$ cat config.mk
export PLATFORM = sky130hd
export DESIGN_NAME = fetch_stage_flat
export DESIGN_NICKNAME = d
export VERILOG_FILES = /design/src/rtl/fetch_stage_if.sv /design/src/rtl/fetch_stage.sv /design/src/flat_wrapper.sv
export SDC_FILE = /design/constraint.sdc
export NUM_CORES = 1
export LEC_CHECK = 0
export CORE_MARGIN = 3
export CORE_UTILIZATION = 45
export DETAILED_ROUTE_END_ITERATION = 12
export PLACE_DENSITY = 0.73
export SLEW_MARGIN = 10
export SYNTH_ARGS = -nofsm -noshare
export SYNTH_HDL_FRONTEND = slang
export SYNTH_SLANG_ARGS = --single-unit
$ cat constraint.sdc
create_clock -name clk -period 7.4 [get_ports clk]
set_input_delay 2.22 -clock clk [delete_from_list [all_inputs] [get_ports clk]]
set_output_delay 2.22 -clock clk [all_outputs]
set_load 0.005 [all_outputs]
$ cat src/rtl/fetch_stage_if.sv
// Bus between the fetch stage, the instruction memory and decode.
// master = fetch stage, slave = the surrounding memory/decode environment.
interface fetch_stage_if;
  // Handshakes:
  //   decode: a head instruction moves when if_valid & if_ready are both high at a
  //   rising edge. if_valid never depends on if_ready. if_instr/if_pc hold while
  //   if_valid=1 and if_ready=0.
  //   imem: imem_req is always accepted; imem_rdata is valid exactly one cycle later.
  //   redirect_valid is a one-cycle command with no ready.
  logic        redirect_valid;
  logic [31:0] redirect_pc;
  logic        imem_req;
  logic [31:0] imem_addr;
  logic [31:0] imem_rdata;
  logic        if_valid;
  logic        if_ready;
  logic [31:0] if_instr;
  logic [31:0] if_pc;
  logic [31:0] if_pc4;

  modport master (
    input  redirect_valid, redirect_pc, imem_rdata, if_ready,
    output imem_req, imem_addr, if_valid, if_instr, if_pc, if_pc4
  );

  modport slave (
    output redirect_valid, redirect_pc, imem_rdata, if_ready,
    input  imem_req, imem_addr, if_valid, if_instr, if_pc, if_pc4
  );
endinterface

$ cat src/rtl/fetch_stage.sv
// Instruction fetch stage: owns the PC, issues word reads to a synchronous
// instruction memory, and buffers returned instructions for decode.
module fetch_stage #(
  parameter logic [31:0] RESET_PC  = 32'h0000_0000,
  parameter int          BUF_DEPTH = 2
) (
  input logic          clk,
  input logic          reset,
  fetch_stage_if.master bus
);

  localparam int PTR_W = $clog2(BUF_DEPTH);
  localparam int CNT_W = $clog2(BUF_DEPTH + 1);
  localparam logic [CNT_W-1:0] FULL_C  = CNT_W'(BUF_DEPTH);
  localparam logic [CNT_W:0]   DEPTH_C = (CNT_W+1)'(BUF_DEPTH);

  logic [31:0]      pc;
  logic             inflight;
  logic [31:0]      inflight_pc;
  logic [CNT_W-1:0] count;
  logic [PTR_W-1:0] rd_ptr;
  logic [PTR_W-1:0] wr_ptr;
  logic [31:0]      buf_instr [BUF_DEPTH];
  logic [31:0]      buf_pc    [BUF_DEPTH];

  logic             pop;
  logic             push;
  logic             req;
  logic [CNT_W:0]   credit_used;

  // A request is only issued if its response is guaranteed a buffer slot,
  // counting the slot freed by a pop in this same cycle.
  assign credit_used = {1'b0, count} + {{CNT_W{1'b0}}, inflight} - {{CNT_W{1'b0}}, pop};
  assign req         = !reset && !bus.redirect_valid && (credit_used < DEPTH_C);
  assign push        = inflight && !bus.redirect_valid && !reset;

  assign bus.if_valid  = !reset && (count != '0) && !bus.redirect_valid;
  assign pop           = bus.if_valid && bus.if_ready;
  assign bus.imem_req  = req;
  assign bus.imem_addr = pc;
  assign bus.if_instr  = reset ? 32'h0 : buf_instr[rd_ptr];
  assign bus.if_pc     = reset ? 32'h0 : buf_pc[rd_ptr];
  assign bus.if_pc4    = bus.if_pc + 32'd4;

  always_ff @(posedge clk) begin
    if (reset) begin
      pc          <= RESET_PC;
      inflight    <= 1'b0;
      inflight_pc <= 32'h0;
      count       <= '0;
      rd_ptr      <= '0;
      wr_ptr      <= '0;
    end else if (bus.redirect_valid) begin
      // Flush everything, including the response arriving next cycle.
      pc       <= {bus.redirect_pc[31:2], 2'b00};
      inflight <= 1'b0;
      count    <= '0;
      rd_ptr   <= '0;
      wr_ptr   <= '0;
    end else begin
      if (req) begin
        pc          <= pc + 32'd4;
        inflight    <= 1'b1;
        inflight_pc <= pc;
      end else begin
        inflight <= 1'b0;
      end
      if (push) wr_ptr <= wr_ptr + 1'b1;
      if (pop)  rd_ptr <= rd_ptr + 1'b1;
      case ({push, pop})
        2'b10:   count <= count + 1'b1;
        2'b01:   count <= count - 1'b1;
        default: count <= count;
      endcase
    end
  end

  always_ff @(posedge clk) begin
    if (push) begin
      buf_instr[wr_ptr] <= bus.imem_rdata;
      buf_pc[wr_ptr]    <= inflight_pc;
    end
  end

  // The credit rule makes overflow unreachable; firing here means it was broken.
  no_overflow: assert property (@(posedge clk) disable iff (reset)
    !(push && !pop && count == FULL_C));

endmodule

$ cat src/flat_wrapper.sv
// flat-port wrapper written by rule: the top's interface ports become plain ports
module fetch_stage_flat 
#(
  parameter logic [31:0] RESET_PC  = 32'h0000_0000,
  parameter int          BUF_DEPTH = 2
)
  (clk, reset, bus_redirect_valid, bus_redirect_pc, bus_imem_rdata, bus_if_ready, bus_imem_req, bus_imem_addr, bus_if_valid, bus_if_instr, bus_if_pc, bus_if_pc4);
  fetch_stage_if bus_i ();
  input logic clk;
  input logic reset;
  input wire logic [$bits(bus_i.redirect_valid)-1:0] bus_redirect_valid;
  input wire logic [$bits(bus_i.redirect_pc)-1:0] bus_redirect_pc;
  input wire logic [$bits(bus_i.imem_rdata)-1:0] bus_imem_rdata;
  input wire logic [$bits(bus_i.if_ready)-1:0] bus_if_ready;
  output wire logic [$bits(bus_i.imem_req)-1:0] bus_imem_req;
  output wire logic [$bits(bus_i.imem_addr)-1:0] bus_imem_addr;
  output wire logic [$bits(bus_i.if_valid)-1:0] bus_if_valid;
  output wire logic [$bits(bus_i.if_instr)-1:0] bus_if_instr;
  output wire logic [$bits(bus_i.if_pc)-1:0] bus_if_pc;
  output wire logic [$bits(bus_i.if_pc4)-1:0] bus_if_pc4;
  assign bus_i.redirect_valid = bus_redirect_valid;
  assign bus_i.redirect_pc = bus_redirect_pc;
  assign bus_i.imem_rdata = bus_imem_rdata;
  assign bus_i.if_ready = bus_if_ready;
  assign bus_imem_req = bus_i.imem_req;
  assign bus_imem_addr = bus_i.imem_addr;
  assign bus_if_valid = bus_i.if_valid;
  assign bus_if_instr = bus_i.if_instr;
  assign bus_if_pc = bus_i.if_pc;
  assign bus_if_pc4 = bus_i.if_pc4;
  fetch_stage #(.RESET_PC(RESET_PC), .BUF_DEPTH(BUF_DEPTH)) u_core (.clk(clk), .reset(reset), .bus(bus_i));
endmodule
**Word-level counts from Yosys, hierarchy flattened**

Memories as Yosys holds them, arrays and structs flattened. A register that Yosys moved wholly into a read port is not among the register bits.
Index checks and enable logic that the tools add are counted.

- Add/sub/neg operators: 8
- Magnitude comparators: 1
- Equality and inequality tests: 2
- Multiplexer cells: 12
- Bitwise gates (word level): 1
- Reductions and logical operators: 14

Operator list:

| kind | number |
|---|---|
| 32-bit two-way mux | 4 |
| 32-bit by 3-bit adder with 32-bit output (second input constant) | 2 |
| 1-bit logical AND | 7 |
| 1-bit two-way mux | 7 |
| 2-bit nonzero test | 3 |
| 2-bit one-hot mux with 2 select lines | 1 |
| 2-bit by 1-bit adder with 3-bit output | 1 |
| 3-bit by 2-bit less-than comparator with 1-bit output (second input constant) | 1 |
| 3-bit by 1-bit subtractor with 3-bit output | 1 |
| 1-bit adder (second input constant) | 2 |
| 2-bit by 1-bit adder with 2-bit output (second input constant) | 1 |
| 2-bit by 1-bit equality test with 1-bit output (second input constant) | 1 |
| 2-bit equality test (second input constant) | 1 |
| 1-bit zero test | 2 |
| 2-bit AND reduction | 1 |
| 2-bit OR reduction | 1 |
| 2-bit by 1-bit subtractor with 2-bit output (second input constant) | 1 |
| 1-bit NOT | 1 |

- Register bits after elaboration: 69
- Memory bits (writable): 128
- Bits of input ports: 68
- Memories: 2

Memories:

| memory | depth | width | rd ports | clocked after memory_dff | write ports | line | text |
|---|---|---|---|---|---|---|---|
| u_core.buf_instr | 2 | 32 | 1 | 1 | 1 | fetch_stage.sv:23 | `logic [31:0] buf_instr [BUF_DEPTH];` |
| u_core.buf_pc | 2 | 32 | 1 | 1 | 1 | fetch_stage.sv:24 | `logic [31:0] buf_pc [BUF_DEPTH];` |

**Depth between registers and ports, before layout**

Gate-level depths: netlist (run 1).

- Depth after elaboration: 9
- Gate-level depth with buffers: 15

**Least setup slack after synthesis (run 1)**

OpenSTA, ideal clock, no wires.

- Path kind: input-to-output
- From: in bus_redirect_valid
- To: out bus_imem_req
- Arrival time: 4.715 ns
- Data required time: 5.180 ns
- Setup slack: 0.465 ns
- Stages on the path: 12
- Buffers on the path: 3
- Cell sequence: clkbuf_1 nor2_1 o21a_1 and2_1 ha_1 nand2b_1 fa_1 xnor2_1 nand3_1 clkinv_1 clkbuf_1 buf_1

- Longest elaborated chain between the ends: 6

RTL lines:

| what | line | text |
|---|---|---|
| start, declared | flat_wrapper.sv:11 | `input wire logic [$bits(bus_i.redirect_valid)-1:0] bus_redirect_valid;` |
| 1-bit zero test | fetch_stage.sv:37 | `assign bus.if_valid = !reset && (count != '0) && !bus.redirect_valid;` |
| 1-bit logical AND | fetch_stage.sv:37 |  |
| via bus_if_valid | flat_wrapper.sv:17 | `output wire logic [$bits(bus_i.if_valid)-1:0] bus_if_valid;` |
| 1-bit logical AND | fetch_stage.sv:38 | `assign pop = bus.if_valid && bus.if_ready;` |
| via u_core.pop | fetch_stage.sv:26 | `logic pop;` |
| 3-bit by 1-bit subtractor with 3-bit output | fetch_stage.sv:33 | `assign credit_used = {1'b0, count} + {{CNT_W{1'b0}}, inflight} - {{CNT_W{1'b0}}, pop};` |
| 3-bit by 2-bit less-than comparator with 1-bit output | fetch_stage.sv:34 | `assign req = !reset && !bus.redirect_valid && (credit_used < DEPTH_C);` |
| 1-bit logical AND | fetch_stage.sv:34 |  |
| end, declared | flat_wrapper.sv:15 | `output wire logic [$bits(bus_i.imem_req)-1:0] bus_imem_req;` |

The timed path passes the listed nets, and every way through them passes these cells.

**Worst setup path in the final report (run 1)**

- From: in bus_redirect_valid
- To: out bus_imem_req

- Longest elaborated chain between the ends: 6

RTL lines:

| what | line |
|---|---|
| 1-bit zero test | fetch_stage.sv:37 |
| 1-bit logical AND | fetch_stage.sv:37 |
| 1-bit logical AND | fetch_stage.sv:38 |
| via u_core.pop | fetch_stage.sv:26 |
| 3-bit by 1-bit subtractor with 3-bit output | fetch_stage.sv:33 |
| 3-bit by 2-bit less-than comparator with 1-bit output | fetch_stage.sv:34 |
| 1-bit logical AND | fetch_stage.sv:34 |

The timed path passes the listed nets, and every way through them passes these cells.

==> results.txt, run 1 <==
----------------------------------------------------
[Status]
  Run status ... complete, no violations

[Worst setup path]
  Arrival @ worst endpoint ... 4830 ps
  Critical Path End Type ... primary output
  R2R Path Start ... u_core.count[1]$_SDFFE_PP0P_
  CP startpoint kind ... input port
  Data required time at the worst endpoint ... 5180 ps
  Setup slack of the most critical reg-to-reg path ... 3870 ps
  Largest driver fanout on the critical path ... 3
  Worst reg2reg endpoint ... u_core.bus.imem_addr[22]$_SDFFE_PP0P_
  Category of the critical setup timing path ... in -> out
  R2R cell count ... 12

[Placement]
  Total of buffers placed on input and output ports ... 189
  Weighted congestion at the end of routability-driven global placement ... 0.838
  HPWL after detailed placement ... 14.1 mm
  Placed cell count ... 1159
  Placed cell areas ... 10600 um^2
  Placement-stage worst setup slack ... 343 ps

[Drt]
  Number of remaining DRC errors ... 0
  Remaining antenna violation count ... 0
  Count of vias placed by the detailed router ... 6420
  Number of vias per cell after detailed routing ... 5.39
  Starting DRC count in detailed routing ... 574
  Initial DRT Pass Iterations ... 5
  Total Routed Length ... 20.4 mm
  Routed length per instance ... 17.1 um

[Global route]
  Global-route usage over all layers ... 19.8%
  Antenna violations before repair ... 0
  Remaining global-route overflow ... 0
  First-pass GRT wire length ... 31.8 mm
  Largest net degree at the start of global routing ... 60
  Via count of the first global-routing pass ... 6052

[Layout]
  Net count of the finished layout ... 1022
  Diode insertion count for antenna repair ... 0
  Post-layout instance count excluding filler cells ... 1191
  Layout cell share with drive strength beyond 1 ... 6.96%
  Non-Filler Cell Area, Final ... 11200 um^2
  Synthesis-to-layout area growth ... 31.6%
  Final core occ ... 61.3%

[Synth]
  Warnings from Yosys ... 0
  Top cell type's share of synthesized area ... 43.9%
  Count of flip-flops with a built-in enable after synthesis ... 124
  Yosys cell types ... 57
  Most area-hungry cell type in the Yosys netlist ... sky130_fd_sc_hd__edfxtp_1
  Post-Synthesis Cell Area ... 8480 um^2
  Ys async rst share ... 0%
  Post-synthesis area per instance ... 11.0 um^2
  Portion of the post-synthesis area used by sequential elements ... 59.5%
  Most used standard cell by instance count after synthesis ... sky130_fd_sc_hd__edfxtp_1
  Flip-flop and latch count after synthesis ... 190
  Leading register cell type out of synthesis ... sky130_fd_sc_hd__edfxtp_1
  Commonest cells in the netlist ... 124 x sky130_fd_sc_hd__edfxtp_1, 109 x sky130_fd_sc_hd__nand2_1, 74 x sky130_fd_sc_hd__nor2_1
  Number of instances in the synthesized netlist ... 770
  Cell types occupying the most area after synthesis ... sky130_fd_sc_hd__edfxtp_1 44%, sky130_fd_sc_hd__dfxtp_1 16%, sky130_fd_sc_hd__mux2i_1 7.3%

[CTS]
  TritonCTS Sinks ... 190
  CTS tree ... yes
  CTS clock-pin slew for the worst setup and hold paths ... 70 ps
  Cts hold-fix bufs ... 0
  Root Driver ... sky130_fd_sc_hd__clkbuf_16
  Total setup buffers inserted after CTS ... 0
  Clk Latency, worst-skew pair ... 430 ps
  Post-CTS sizing ... 0
  # H-tree levels ... 4
  TritonCTS buffer count ... 17
  Maximum root-to-sink buffer count ... 2

[STA]
  Fin Setup TNS ... 0 ps
  Shortest clock period the worst path allows after layout ... 7050 ps
  Share of the clock period used by the worst path ... 95.3%
  Top achievable clock speed ... 142 MHz
  Worst Max-Slew Pin Slew ... 988 ps
  Setup violators final ... 0
  Unrepaired setup endpoints after global routing ... no
  Slew HR ... 33.9%
  Hold violation count in the final report ... 0
  Fin. max-slew vios ... 0
  Hold_ws ... 457 ps
  Min setup slack post-route ... 345 ps
  Clock Skews ... 11.4 ps

[Power]
  Overall power ... 2.23 mW
  Total power per unit cell area ... 200 nW/um^2
  Static leakage ... 3.73 nW
  Peak supply drop ... 0.000170 V

[Floorplanning]
  Die Ht ... 143 um
  Horiz. Die Dim ... 143 um
  Die Outline Area ... 20500 um^2
  Core Box Area ... 18200 um^2
  Boundary pin count ... 198
  Starting density of the core ... 46.5%
  FP Rows ... 49

[Hold path]
  Hold Path Cell Cnt ... 0
  Startpoint of the most critical hold path ... u_core.inflight_pc[31]$_SDFFE_PP0P_
  Hold endpoint ... u_core.buf_pc[0][31]$_DFFE_PP_
  Min-Delay Path Class ... reg -> reg

[Job]
  Maxcap violations ... 0

----------------------------------------------------
## routing by layer
metal  vias up  global-route usage (%)  wire (um)
li1       3150                       -          -
met1      3022                    27.8       9390
met2       229                    30.7       9400
met3        19                    4.69       1410
met4         0                    5.85        223
met5         -                       0          0
## kinds of logic (layout without fill, tap and decap cells)
logic type               after synthesis  count (layout)  synth area share, %
AO/OA/AOI/OAI                        105             105                 7.40
XOR/XNOR                              34              34                 3.51
adder cells (fa/ha/maj)                5               5                0.827
buffers and inverters                 60             247                 3.14
flip-flops                           190             190                 59.5
multiplexers                          70              70                 8.39
other                                  1               6               0.0442
AND/OR/NAND/NOR                      305             305                 17.2
## layout make-up
cell class / count / area [um^2]
multi-input cells: 525 / 3200
repair buffers: 203 / 2010
clock buffers: 20 / 437
clock inverters: 12 / 136
flip-flops and latches: 190 / 5050
fillers: 1513 / 7050
inverters: 12 / 45.0
well taps: 229 / 287
## critical path: stages
cell                              delay, ps
sky130_fd_sc_hd__clkdlybuf4s50_1        410
sky130_fd_sc_hd__nor2_1                 150
sky130_fd_sc_hd__o21a_1                 170
sky130_fd_sc_hd__and2_1                 210
sky130_fd_sc_hd__ha_1                   250
sky130_fd_sc_hd__nand2b_1               160
sky130_fd_sc_hd__fa_1                   410
sky130_fd_sc_hd__xnor2_1                180
sky130_fd_sc_hd__nand3_2                100
sky130_fd_sc_hd__clkinv_1                70
sky130_fd_sc_hd__clkdlybuf4s50_1        500
## power breakdown
group,switching (mW),total (mW),internal (mW)
Clock,0.389,0.891,0.501
Sequential,0.0256,1.17,1.15
Combinational,0.0740,0.166,0.0919
Total,0.489,2.23,1.74
## worst max-delay path by stage
stage / startpoint / to / slack (ps) / depth (start not counted)
3_5_place_dp: bus_redirect_valid / bus_imem_req / 340 / 11
4_1_cts: bus_redirect_valid / bus_imem_req / 330 / 11
6_report: bus_redirect_valid / bus_imem_req / 350 / 11
5_1_grt: bus_redirect_valid / bus_imem_req / 160 / 11
3_3_place_gp: bus_redirect_valid / bus_imem_req / 350 / 11
2_1_floorplan: bus_redirect_valid / bus_imem_req / 470 / 12
## placed cells by master, fill, tap and decap left out, drive strengths merged, types with 4 or more instances in the layout
master | synthesis | layout
clkbuf | 25 | 20
clkinv | 2 | 7
nor2 | 74 | 74
a21oi | 53 | 53
inv | 10 | 14
nor4 | 9 | 9
nand3b | 9 | 9
and2 | 9 | 9
or2 | 5 | 5
dfxtp | 66 | 66
ha | 4 | 4
nand2 | 111 | 111
xor2 | 18 | 18
conb | 1 | 6
mux2 | 8 | 8
a31oi | 17 | 17
buf | 23 | 15
clkdlybuf4s50 | 0 | 188
nand4 | 17 | 17
and3 | 8 | 8
or3 | 7 | 7
nand3 | 25 | 25
or4 | 9 | 9
edfxtp | 124 | 124
xnor2 | 16 | 16
o21bai | 4 | 4
mux2i | 62 | 62
nor3 | 14 | 14
o21ai | 10 | 10
## sequential cells by signal, summed over array words and instances, names as in the netlist, named ones only
register              count
u_core.bus.imem_addr     30
u_core.inflight           1
u_core.inflight_pc       30
u_core.wr_ptr             1
u_core.buf_instr         64
u_core.buf_pc            60
u_core.rd_ptr             1
u_core.count              2
No activity file was read; power rests on OpenSTA's default activity.
==> run 2, diff against run 1 <==
Settings changed: CTS_CLUSTER_SIZE from default to 20.
==> results of run 2 <==
Final layout, timing and power as in run 1 (identical DEF).
